<file path="src/rtl/input_debounce_sync_if.sv">
// Board-input conditioner bundle: raw inputs and controls in, debounced level, edge pulses and counters out.
// Latency: none (wiring only).
// Backpressure: none; all signals are level/pulse, no handshake.
interface input_debounce_sync_if #(
    parameter int WIDTH = 6,
    parameter int CNT_W = 8
);
    logic [WIDTH-1:0]       din;
    logic                   enable;
    logic                   cnt_clr;
    logic [WIDTH-1:0]       dout;
    logic [WIDTH-1:0]       rise;
    logic [WIDTH-1:0]       fall;
    logic [WIDTH*CNT_W-1:0] toggle_cnt;

    modport master (
        output din, enable, cnt_clr,
        input  dout, rise, fall, toggle_cnt
    );

    modport slave (
        input  din, enable, cnt_clr,
        output dout, rise, fall, toggle_cnt
    );
endinterface

</file>
<file path="src/rtl/input_debounce_sync.sv">
// Per-bit synchroniser + counter debouncer with registered rise/fall pulses and saturating toggle counters.
// Latency: SYNC_STAGES + DEBOUNCE_CYCLES cycles from the first sampling edge to dout.
// Backpressure: none; enable=0 freezes the debounce FSMs while the synchroniser keeps sampling.
module input_debounce_sync #(
    parameter int               WIDTH           = 6,
    parameter int               SYNC_STAGES     = 2,
    parameter int               DEBOUNCE_CYCLES = 500000,
    parameter logic [WIDTH-1:0] RESET_LEVEL     = '0,
    parameter int               CNT_W           = 8
) (
    input logic               clk,
    input logic               reset,
    input_debounce_sync_if.slave io
);

    localparam int             DW   = (DEBOUNCE_CYCLES > 1) ? $clog2(DEBOUNCE_CYCLES) : 1;
    localparam logic [DW-1:0]  DMAX = DW'(DEBOUNCE_CYCLES - 1);

    typedef enum logic {
        ST_STABLE  = 1'b0,
        ST_PENDING = 1'b1
    } state_e;

    logic [WIDTH-1:0] sync_q [SYNC_STAGES];
    logic [WIDTH-1:0] sync_d [SYNC_STAGES];
    logic [WIDTH-1:0] s;

    state_e           state_q [WIDTH];
    state_e           state_d [WIDTH];
    logic [DW-1:0]    dcnt_q  [WIDTH];
    logic [DW-1:0]    dcnt_d  [WIDTH];
    logic [CNT_W-1:0] cnt_q   [WIDTH];
    logic [CNT_W-1:0] cnt_d   [WIDTH];

    logic [WIDTH-1:0] dout_q, dout_d;
    logic [WIDTH-1:0] rise_q, rise_d;
    logic [WIDTH-1:0] fall_q, fall_d;
    logic [WIDTH-1:0] accept;

    assign s = sync_q[SYNC_STAGES-1];

    always_comb begin
        sync_d[0] = io.din;
        for (int k = 1; k < SYNC_STAGES; k++) begin
            sync_d[k] = sync_q[k-1];
        end
    end

    always_comb begin
        dout_d = dout_q;
        rise_d = '0;
        fall_d = '0;
        accept = '0;
        for (int i = 0; i < WIDTH; i++) begin
            state_d[i] = state_q[i];
            dcnt_d[i]  = dcnt_q[i];
            cnt_d[i]   = cnt_q[i];
            // A disabled bit holds state and count; only the pulses are dropped.
            if (io.enable) begin
                case (state_q[i])
                    ST_STABLE: begin
                        if (s[i] != dout_q[i]) begin
                            state_d[i] = ST_PENDING;
                            dcnt_d[i]  = DW'(1);
                        end else begin
                            dcnt_d[i]  = '0;
                        end
                    end
                    ST_PENDING: begin
                        if (s[i] == dout_q[i]) begin
                            state_d[i] = ST_STABLE;
                            dcnt_d[i]  = '0;
                        end else if (dcnt_q[i] == DMAX) begin
                            dout_d[i]  = s[i];
                            rise_d[i]  = s[i];
                            fall_d[i]  = ~s[i];
                            accept[i]  = 1'b1;
                            state_d[i] = ST_STABLE;
                            dcnt_d[i]  = '0;
                        end else begin
                            dcnt_d[i]  = dcnt_q[i] + DW'(1);
                        end
                    end
                    default: begin
                        state_d[i] = ST_STABLE;
                        dcnt_d[i]  = '0;
                    end
                endcase
            end
            // Clear wins over a same-cycle accepted transition.
            if (io.cnt_clr) begin
                cnt_d[i] = '0;
            end else if (accept[i] && (cnt_q[i] != {CNT_W{1'b1}})) begin
                cnt_d[i] = cnt_q[i] + CNT_W'(1);
            end
        end
    end

    always_ff @(posedge clk or posedge reset) begin
        if (reset) begin
            for (int k = 0; k < SYNC_STAGES; k++) begin
                sync_q[k] <= RESET_LEVEL;
            end
            for (int i = 0; i < WIDTH; i++) begin
                state_q[i] <= ST_STABLE;
                dcnt_q[i]  <= '0;
                cnt_q[i]   <= '0;
            end
            dout_q <= RESET_LEVEL;
            rise_q <= '0;
            fall_q <= '0;
        end else begin
            for (int k = 0; k < SYNC_STAGES; k++) begin
                sync_q[k] <= sync_d[k];
            end
            for (int i = 0; i < WIDTH; i++) begin
                state_q[i] <= state_d[i];
                dcnt_q[i]  <= dcnt_d[i];
                cnt_q[i]   <= cnt_d[i];
            end
            dout_q <= dout_d;
            rise_q <= rise_d;
            fall_q <= fall_d;
        end
    end

    assign io.dout = dout_q;
    assign io.rise = rise_q;
    assign io.fall = fall_q;

    for (genvar g = 0; g < WIDTH; g++) begin : g_cnt
        assign io.toggle_cnt[g*CNT_W +: CNT_W] = cnt_q[g];
    end

endmodule

</file>
<file path="src/flat_wrapper.sv">
// flat-port wrapper written by rule: the top's interface ports become plain ports
module input_debounce_sync_flat 
#(
    parameter int               WIDTH           = 6,
    parameter int               SYNC_STAGES     = 2,
    parameter int               DEBOUNCE_CYCLES = 500000,
    parameter logic [WIDTH-1:0] RESET_LEVEL     = '0,
    parameter int               CNT_W           = 8
)
  (clk, reset, io_din, io_enable, io_cnt_clr, io_dout, io_rise, io_fall, io_toggle_cnt);
  input_debounce_sync_if #(.WIDTH(WIDTH), .CNT_W(CNT_W)) io_i ();
  input logic clk;
  input logic reset;
  input wire logic [$bits(io_i.din)-1:0] io_din;
  input wire logic [$bits(io_i.enable)-1:0] io_enable;
  input wire logic [$bits(io_i.cnt_clr)-1:0] io_cnt_clr;
  output wire logic [$bits(io_i.dout)-1:0] io_dout;
  output wire logic [$bits(io_i.rise)-1:0] io_rise;
  output wire logic [$bits(io_i.fall)-1:0] io_fall;
  output wire logic [$bits(io_i.toggle_cnt)-1:0] io_toggle_cnt;
  assign io_i.din = io_din;
  assign io_i.enable = io_enable;
  assign io_i.cnt_clr = io_cnt_clr;
  assign io_dout = io_i.dout;
  assign io_rise = io_i.rise;
  assign io_fall = io_i.fall;
  assign io_toggle_cnt = io_i.toggle_cnt;
  input_debounce_sync #(.WIDTH(WIDTH), .SYNC_STAGES(SYNC_STAGES), .DEBOUNCE_CYCLES(DEBOUNCE_CYCLES), .RESET_LEVEL(RESET_LEVEL), .CNT_W(CNT_W)) u_core (.clk(clk), .reset(reset), .io(io_i));
endmodule
</file>
<file path="config.mk">
export PLATFORM = sky130hd
export DESIGN_NAME = input_debounce_sync_flat
export DESIGN_NICKNAME = d
export VERILOG_FILES = /design/src/rtl/input_debounce_sync_if.sv /design/src/rtl/input_debounce_sync.sv /design/src/flat_wrapper.sv
export SDC_FILE = /design/constraint.sdc
export NUM_CORES = 1
export LEC_CHECK = 0
export ABC_AREA = 1
export CAP_MARGIN = 5
export CORE_MARGIN = 5
export CORE_UTILIZATION = 45
export CTS_BUF_LIST = sky130_fd_sc_hd__clkbuf_4 sky130_fd_sc_hd__clkbuf_8
export DETAILED_ROUTE_END_ITERATION = 8
export PLACE_DENSITY_LB_ADDON = 0.08
export SETUP_SLACK_MARGIN = 0.1
export SYNTH_ARGS = -nofsm -noshare
export SYNTH_HDL_FRONTEND = slang
export SYNTH_SLANG_ARGS = --single-unit
export TNS_END_PERCENT = 10
</file>
<file path="constraint.sdc">
create_clock -name clk -period 9.8 [get_ports clk]
set_input_delay 2.45 -clock clk [delete_from_list [all_inputs] [get_ports clk]]
set_output_delay 2.45 -clock clk [all_outputs]
set_load 0.02 [all_outputs]
</file>
==> run metrics <==
status=complete, no violations; die width=169 um; I/O pin count=76; main combinational cell family by area after synthesis=simple AND/OR/NAND/NOR gates; Pwr Density=114 mW/mm^2; Syn Nets=1507; GR Layer Usage met3=3.39%; Synth area leaders=dfrtp_1 (44%), nand2_1 (9.9%), nor2_1 (7.2%); TritonRoute pass-1 iters=5; Nets=1577; Levels on crit path=1; Worst path slowest cell=clkdlybuf4s50_1; R2R cell count=8; CTS tree=built; clock slew at reported path FFs=0.12 ns; vias=9505; First DRT Iteration DRCs=629; post-synthesis cell type count=44; register-to-register setup slack=7.76 ns; Synth Area in XOR/XNOR=5.56%; critical path capture point=io_toggle_cnt[11]; Clock Power Share=36.9%; Area growth, synth to finish=12.6%; Fin Hold WS=0.362 ns; clock skew=0.0246 ns; EDFF count, synth=0; initial antenna violation count=0; H-tree depth=4; fillcell total=2477; crit path DAT=1.70 ns; WP buf/inv=1; pin count of the biggest net entering global routing=127; Max VDD drop=0.0823 mV; ANT cells=0; routed length per instance=13.3 um; vias in the first global route=9299; Post-CTS Resized=0; met2 Use GR=30.5%; R2R Path Start=u_core.dcnt_q[1]; post-synthesis simple-gate area fraction=36.9%; Fmax=241 MHz; Comb power frac=5.4%; vias per cell=5.01; Final period util=42.4%; clk buf depth=2; asr flop ratio synth=100%; Setup Fix Bufs, Post-CTS=0; clock latency on the worst-skew pair=0.49 ns; Yosys top cell area share=43.7%; hpwl dp=17800 um; Syn Area/Cell=7.64 um^2; CP endpoint kind=output pin; Int Power=1060 uW; slew of the pin with the lowest slew margin=0.901 ns; worst hold path depth=0; Hold WC Path Type=reg -> reg; RR Endpoint=u_core.dcnt_q[12]; minimum clock period=4.15 ns; CP Data Required Time=7.35 ns; Critical Path Start=u_core.io.toggle_cnt[11]; first-pass GRT wire length=44600 um; Site Rows=58; Post-Syn Area=0.0113 mm^2; Vert. Die Dim=169 um; Remaining DRCs=0; CORE AREA=0.0250 mm^2; Clock Tree Root=clkbuf_8; Final Hold Vio Count=0; Slew Viols, Final=0; Yosys reg bits=198; RePlAce Congestion=0.822; DRT Wirelength=25300 um; initial core utilization=45.3%; Worst Path Max Fanout=5; Top FF cell, synth=dfrtp_1; Net Sw Power=396 uW; Synth Area in Compound Gates=4.09%; Seq pwr share=57.6%; Post-synth top cells=nand2_1 (300), nor2_1 (218), inv_1 (201), dfrtp_1 (198), nand3_1 (140); post-synthesis mux area share=0%; GRT Overall Usage=18.6%; area leader, netlist=dfrtp_1; slowest stage delay, CP=0.77 ns; Worst path top cell family by delay=buffers and inverters; Max Cap Violations=0; Fin Setup TNS=0 ns; adder-cell share of the synthesized area=1.32%; Seq/Total Area, Yosys=43.7%; met1 usage=25.7%; CTS Sinks=198; Final setup viols=0; Net Sw Frac=27.2%; top-count cell post-synth=nand2_1; area of the multi-input gates=0.00543 mm^2; grt peak-use layer=met2; TritonCTS Buffers=17; Slew headroom=40.0%; total die area=0.0285 mm^2; layout cells sized above 1=8.86%; worst path cell trace=clkdlybuf4s50_1; CP Class=reg -> out; antenna viol nets, final=0; Sequential Area=0.00495 mm^2; cells after synthesis=1485; hold-fix buffers at CTS=0; YS warnings=0; Worst setup SP type=register; RSZ-0062 raised after global routing=false; Port Buffers=75; GRT overflow=0; LEAKAGE=0.00589 uW
-- cells in the final DEF, fill, tap and decap left out, types with 17 or more instances in the layout --
cell             synthesis  layout
a21oi_1                 20      20
clkbuf_8                 0      17
clkdlybuf4s50_1          0      74
dfrtp_1                198     198
inv_1                  201     199
nand2_1                300     300
nand3_1                140     140
nand4_1                 71      71
nor2_1                 218     218
nor2_2                  34      34
nor3_1                  53      53
o21ai_0                 30      30
xor2_1                  58      58
-- kinds of logic after synthesis --
kind of cell	Yosys count
compound gates	82
simple gates	881
fa+ha+maj	12
xor+xnor	72
flops	198
buf+inv	240
-- flip-flops by register name, summed over array words and instances, names as in the netlist --
signal,cells
u_core.state_q,6
u_core.io.dout,6
u_core.sync_d,6
u_core.dcnt_q,114
u_core.io.rise,6
u_core.io.toggle_cnt,48
u_core.s,6
u_core.io.fall,6
-- layout make-up --
| class | count | share of cell area, % |
|---|---|---|
| clock buffer | 17 | 1.83 |
| sequential | 198 | 38.8 |
| timing repair buffer | 78 | 6.02 |
| clock inverter | 15 | 1.29 |
| inverter | 213 | 6.34 |
| tap | 330 | 3.23 |
| multi-input combinational | 1047 | 42.5 |
-- routing by layer --
layer | share of wire, % | vias up
met1 | 49 | 4436
met2 | 47 | 139
met5 | 0 | -
met3 | 3.5 | 19
li1 | - | 4911
met4 | 1.1 | 0
-- power by group through the flow --
stage,sequential [uW],combinational [uW],clock [uW]
after floorplan,854,61.7,0
after global placement,855,81.8,0
after detailed placement,855,82.3,0
after CTS,840,82.6,557
after global routing,842,92.6,589
final,840,79.4,538
-- per-stage QoR --
stage	total power, uW	util (%)	instances	worst slack [ns]	cell area [um^2]
floorplan	915	-	1485	1.95	11300
global placement	937	49.4	1866	5.14	12400
detailed placement	938	49.4	1866	5.12	12400
CTS	1480	51.0	1898	5.57	12800
global route	1520	51.0	1898	5.39	12800
finish	1460	51.0	1898	5.65	12800
-- worst min path at each step --
stage / from / to / slack, ns
2_1_floorplan: u_core.sync_d[0] / u_core.s[0] / 0.33
3_3_place_gp: u_core.sync_d[4] / u_core.s[4] / 0.33
3_5_place_dp: u_core.sync_d[1] / u_core.s[1] / 0.34
4_1_cts: u_core.sync_d[3] / u_core.s[3] / 0.37
5_1_grt: u_core.sync_d[2] / u_core.s[2] / 0.37
6_report: u_core.sync_d[3] / u_core.s[3] / 0.36
(Power assumes the default switching activity.)
==> RTL change 1: new RTL, same flow settings <==
`WIDTH` is set to 6 in 3 places; all go to 12.
--- a/src/rtl/input_debounce_sync_if.sv
+++ b/src/rtl/input_debounce_sync_if.sv
@@ -3,5 +3,5 @@
 // Backpressure: none; all signals are level/pulse, no handshake.
 interface input_debounce_sync_if #(
-    parameter int WIDTH = 6,
+    parameter int WIDTH = 12,
     parameter int CNT_W = 8
 );
--- a/src/rtl/input_debounce_sync.sv
+++ b/src/rtl/input_debounce_sync.sv
@@ -3,5 +3,5 @@
 // Backpressure: none; enable=0 freezes the debounce FSMs while the synchroniser keeps sampling.
 module input_debounce_sync #(
-    parameter int               WIDTH           = 6,
+    parameter int               WIDTH           = 12,
     parameter int               SYNC_STAGES     = 2,
     parameter int               DEBOUNCE_CYCLES = 500000,
--- a/src/flat_wrapper.sv
+++ b/src/flat_wrapper.sv
@@ -2,5 +2,5 @@
 module input_debounce_sync_flat 
 #(
-    parameter int               WIDTH           = 6,
+    parameter int               WIDTH           = 12,
     parameter int               SYNC_STAGES     = 2,
     parameter int               DEBOUNCE_CYCLES = 500000,
Interface: changed (5 resized); port bits go from 76 to 148. No check against the original RTL was run, so the function may have changed too.
==> RTL change 1 against the unedited design <==
Via count is 110% higher; core utilization rose by 2.0 points; power grew 140%; maximum frequency is 6.0% lower; worst setup slack got worse by 0.27 ns; final area grew 100%; synthesized area grew 97%; wire length up 110%; sequential cell count grew 198; first-iteration DRC count increased by 92%; critical endpoint is now u_core.io.toggle_cnt[86]$_DFFE_PP0P_; largest power group is now the clock network; highest routed layer is now met5.
==> RTL change 1: results (changes against the unedited design) <==
[clock_network]
cts.htree.levels = 3  ; -1
cts_sinks = 396  ; +100%
clkTransAtPathRegs_ns = 0.06  ; -0.06 ns

[setup_path]
slowest_delay_ns = 0.74  ; -0.03 ns
cp_max_fo = 77  ; +72
arrival_ns = 4.99  ; +3.29 ns

[route]
totalWireLength_mm = 53.0  ; +110%
vias = 19600  ; +110%
wl_met3_mm = 2.50  ; +180%
maxUsedRoutingLayer = met5
met1_length_mm = 24.9  ; +100%

[finish]
fin_nets = 3250  ; +110%
multi_input_area_share = 0.403  ; -0.0218
seq_area_sq_um = 9910  ; +100%
inv_count = 442  ; +110%
multi_input_cells = 2140  ; +100%
buffer_area_frac = 0.0593  ; -0.000873

[synthesis]
synthTopCellsByArea = dfrtp_1 (44%), nand2_1 (11%), nor2_1 (9.2%)

[place]
portBuffers = 147  ; +96%
placedCellCount = 3797  ; +100%
dpl.hpwl_mm = 37.4  ; +110%
placed_area_sq_um = 24400  ; +97%

[grt]
grt_pass1_wl_mm = 90.2  ; +100%
grt_usage = 0.196  ; +0.0100
met1_usage = 0.262  ; +0.00490
grt_pass1_vias = 19000  ; +100%

[sta]
timing.fmax_mhz = 226  ; -6.0%
tightest_slew_ns = 0.993  ; +0.0923 ns

[status]
outcome = completed

[power_and_ir_drop]
p_per_area_nw_per_um2 = 136  ; +20%
leakage_nw = 12.1  ; +110%

RTL change 1: changes by cell type after synthesis, moves of 12 or more:
cell     delta
nand2_1   +350
inv_1     +228
ha_1       +12
o21ai_0    +48
nor2_1    +330
nand4_1    +73
xnor2_1    +12
xor2_1     +51
o22ai_1    +17
nor3b_1    +12
dfrtp_1   +198
a21oi_1    +31
nand3_1   +111
nor3_1     +34
RTL change 1: logic make-up (layout without fill, tap and decap cells):
kind of cell               Yosys count  after routing  synth area share
AOI/OAI and AO/OA                  191            191            0.0466
xor gates and xnor gates           135            135            0.0529
adders and majority gates           24             24            0.0134
buffers and inverters              495            722            0.0882
DFF                                396            396             0.443
muxes                                1              1          0.000448
and+or+nand+nor                   1789           1789             0.355
RTL change 1: worst max-delay path, delay by kind of cell:
family | cells | cell delay (ns)
AO/OA/AOI/OAI | 1 | 0.19
buffers and inverters | 3 | 2.13
AND/OR/NAND/NOR | 1 | 0.13
RTL change 1: path summary, 6_finish.rpt:
check | slack (ns) | cells after the start | end | start
min reg2reg | 0.34 | 0 | u_core.s[5]$_DFF_PP0_ | u_core.sync_d[5]$_DFF_PP0_
min | 0.34 | 0 | u_core.s[5]$_DFF_PP0_ | u_core.sync_d[5]$_DFF_PP0_
max in group asynchronous | 6.04 | 4 | u_core.dcnt_q[45]$_DFFE_PP0P_ | reset
min in group asynchronous | 2.41 | 3 | u_core.io.dout[11]$_DFFE_PP0P_ | reset
max | 5.38 | 5 | u_core.io.toggle_cnt[86]$_DFFE_PP0P_ | io_cnt_clr
max reg2reg | 7.77 | 10 | u_core.dcnt_q[227]$_DFFE_PP0P_ | u_core.dcnt_q[209]$_DFFE_PP0P_
==> RTL change 2: new RTL, config.mk and constraints unchanged <==
Made on the original files. Reset style: synchronous (`reset`), changed in one clocked block.
--- a/src/rtl/input_debounce_sync.sv
+++ b/src/rtl/input_debounce_sync.sv
@@ -97,5 +97,5 @@
     end
 
-    always_ff @(posedge clk or posedge reset) begin
+    always_ff @(posedge clk) begin
         if (reset) begin
             for (int k = 0; k < SYNC_STAGES; k++) begin
Behaviour: same outputs for any inputs over 4 cycles, from zero or initial values and one cycle with reset high; that may be too few to reach the edited logic, so the function may still have changed.
==> RTL change 2 against the unedited design <==
Wire length is 5.8% lower; die area is 9.2% lower; final area is 9.2% lower; global-route usage hardly changed; synthesized area is 9.7% lower; sequential cell count stayed put; worst setup slack worse by 0.87 ns; critical path depth is 12 higher; highest routed layer unchanged.
Power is not compared: it rests on default switching activity, and its combinational part moved more than twofold at a synthesized area within 25%.
==> RTL change 2: results (changes against the unedited design) <==
[grt]
grt_max_degree = 80  ; -37%
grt_usage = 0.186  ; about the same
grtUsageMet3 = 0.0339  ; about the same
grt_pass1_vias = 8781  ; -5.6%
grt_pass1_wl_mm = 41.2  ; -7.6%
grtUsageMet2 = 0.314  ; +0.00851
met1_usage = 0.246  ; -0.0103

[finish]
drive_above_1_share = 0.0559  ; -0.0327

[route]
drt_iter0_drc = 672  ; +6.8%
wl_met3_microns = 597  ; -33%
vias_per_cell = 4.98  ; -0.61%
totalWireLength_mm = 23.9  ; -5.8%
met1_length_mm = 11.8  ; -4.6%
wl_met2_mm = 11.1  ; -6.1%

[sta]
worst_slack_ns = 4.77  ; -0.875 ns
whs_ns = 0.408  ; +0.0462 ns
slew_headroom = 0.406  ; +0.00615
final.setup_skew_ns = 0.0239  ; -0.000783 ns

[setup_path]
reg2reg_from = u_core.dcnt_q[3][0]$_SDFFE_PP0P_
crit_start = io_enable
cp_max_fo = 71  ; +66
rr_endpoint = u_core.cnt_q[0][28]$_SDFFE_PP0P_
arrival_ns = 5.42  ; +3.72 ns

[min_path]
holdPathEnd = u_core.sync_q[0][8]$_SDFF_PP0_
hp-start = u_core.sync_q[0][2]$_SDFF_PP0_
hold_depth = 2  ; +2

[synthesis]
synth_compound_area_frac = 0.0971  ; +0.0562
synthTopCellsByArea = dfxtp_1 (39%), nand2_1 (14%), nor2_1 (8.4%)
synth-async-reset-ratio = 0  ; -1.00
synth_ff_type = dfxtp_1
synthAdderAreaFrac = 0.0147  ; +0.00142
synth_xor_area_frac = 0.0445  ; -0.0111
synth-seq-area-share = 0.387  ; -0.0497

[place]
placed_area_sq_um = 11200  ; -9.5%
dpl.hpwl_mm = 16.8  ; -5.2%

[status]
outcome = completed

## RTL change 2: layout make-up
class / instances / area, sq um
flip-flops and latches: 198 / 3960
inverters: 180 / 682
clock inverters: 13 / 139
multi-input cells: 1120 / 5420
well taps: 285 / 357
fillers: 2282 / 10900
repair buffers: 79 / 776
clock buffers: 19 / 262
## RTL change 2: worst max-delay path, stage by stage
cell	delay, ns
clkdlybuf4s50_1	0.74
inv_2	0.54
buf_4	0.71
nor2_1	0.11
nand2_1	0.10
inv_2	0.05
nand2_2	0.08
inv_1	0.06
nand2_1	0.09
inv_2	0.10
nand2_2	0.15
nand2_1	0.07
a21oi_1	0.13
## RTL change 2: how the worst max path moves through the flow
stage,to,depth (start not counted)
2_1_floorplan,u_core.dcnt_q[3][12]$_SDFFE_PP0P_,6
3_3_place_gp,u_core.dcnt_q[0][18]$_SDFFE_PP0P_,10
3_5_place_dp,u_core.dcnt_q[0][18]$_SDFFE_PP0P_,10
4_1_cts,u_core.cnt_q[0][39]$_SDFFE_PP0P_,13
5_1_grt,u_core.cnt_q[0][33]$_SDFFE_PP0P_,13
6_report,u_core.cnt_q[0][39]$_SDFFE_PP0P_,13
## RTL change 2: where the power goes
part | total (mW) | leakage [nW] | internal (mW) | switching [mW]
clock | 0.537 | 0.198 | 0.223 | 0.314
sequential | 0.811 | 1.60 | 0.808 | 0.00292
combinational | 0.0382 | 2.12 | 0.00936 | 0.0289
total | 1.39 | 3.92 | 1.04 | 0.346
## RTL change 2: metrics by stage
| stage | total power, mW | instances |
|---|---|---|
| floorplan | 0.855 | 1534 |
| global placement | 0.868 | 1862 |
| detailed placement | 0.868 | 1862 |
| CTS | 1.40 | 1894 |
| global route | 1.44 | 1894 |
| finish | 1.39 | 1894 |
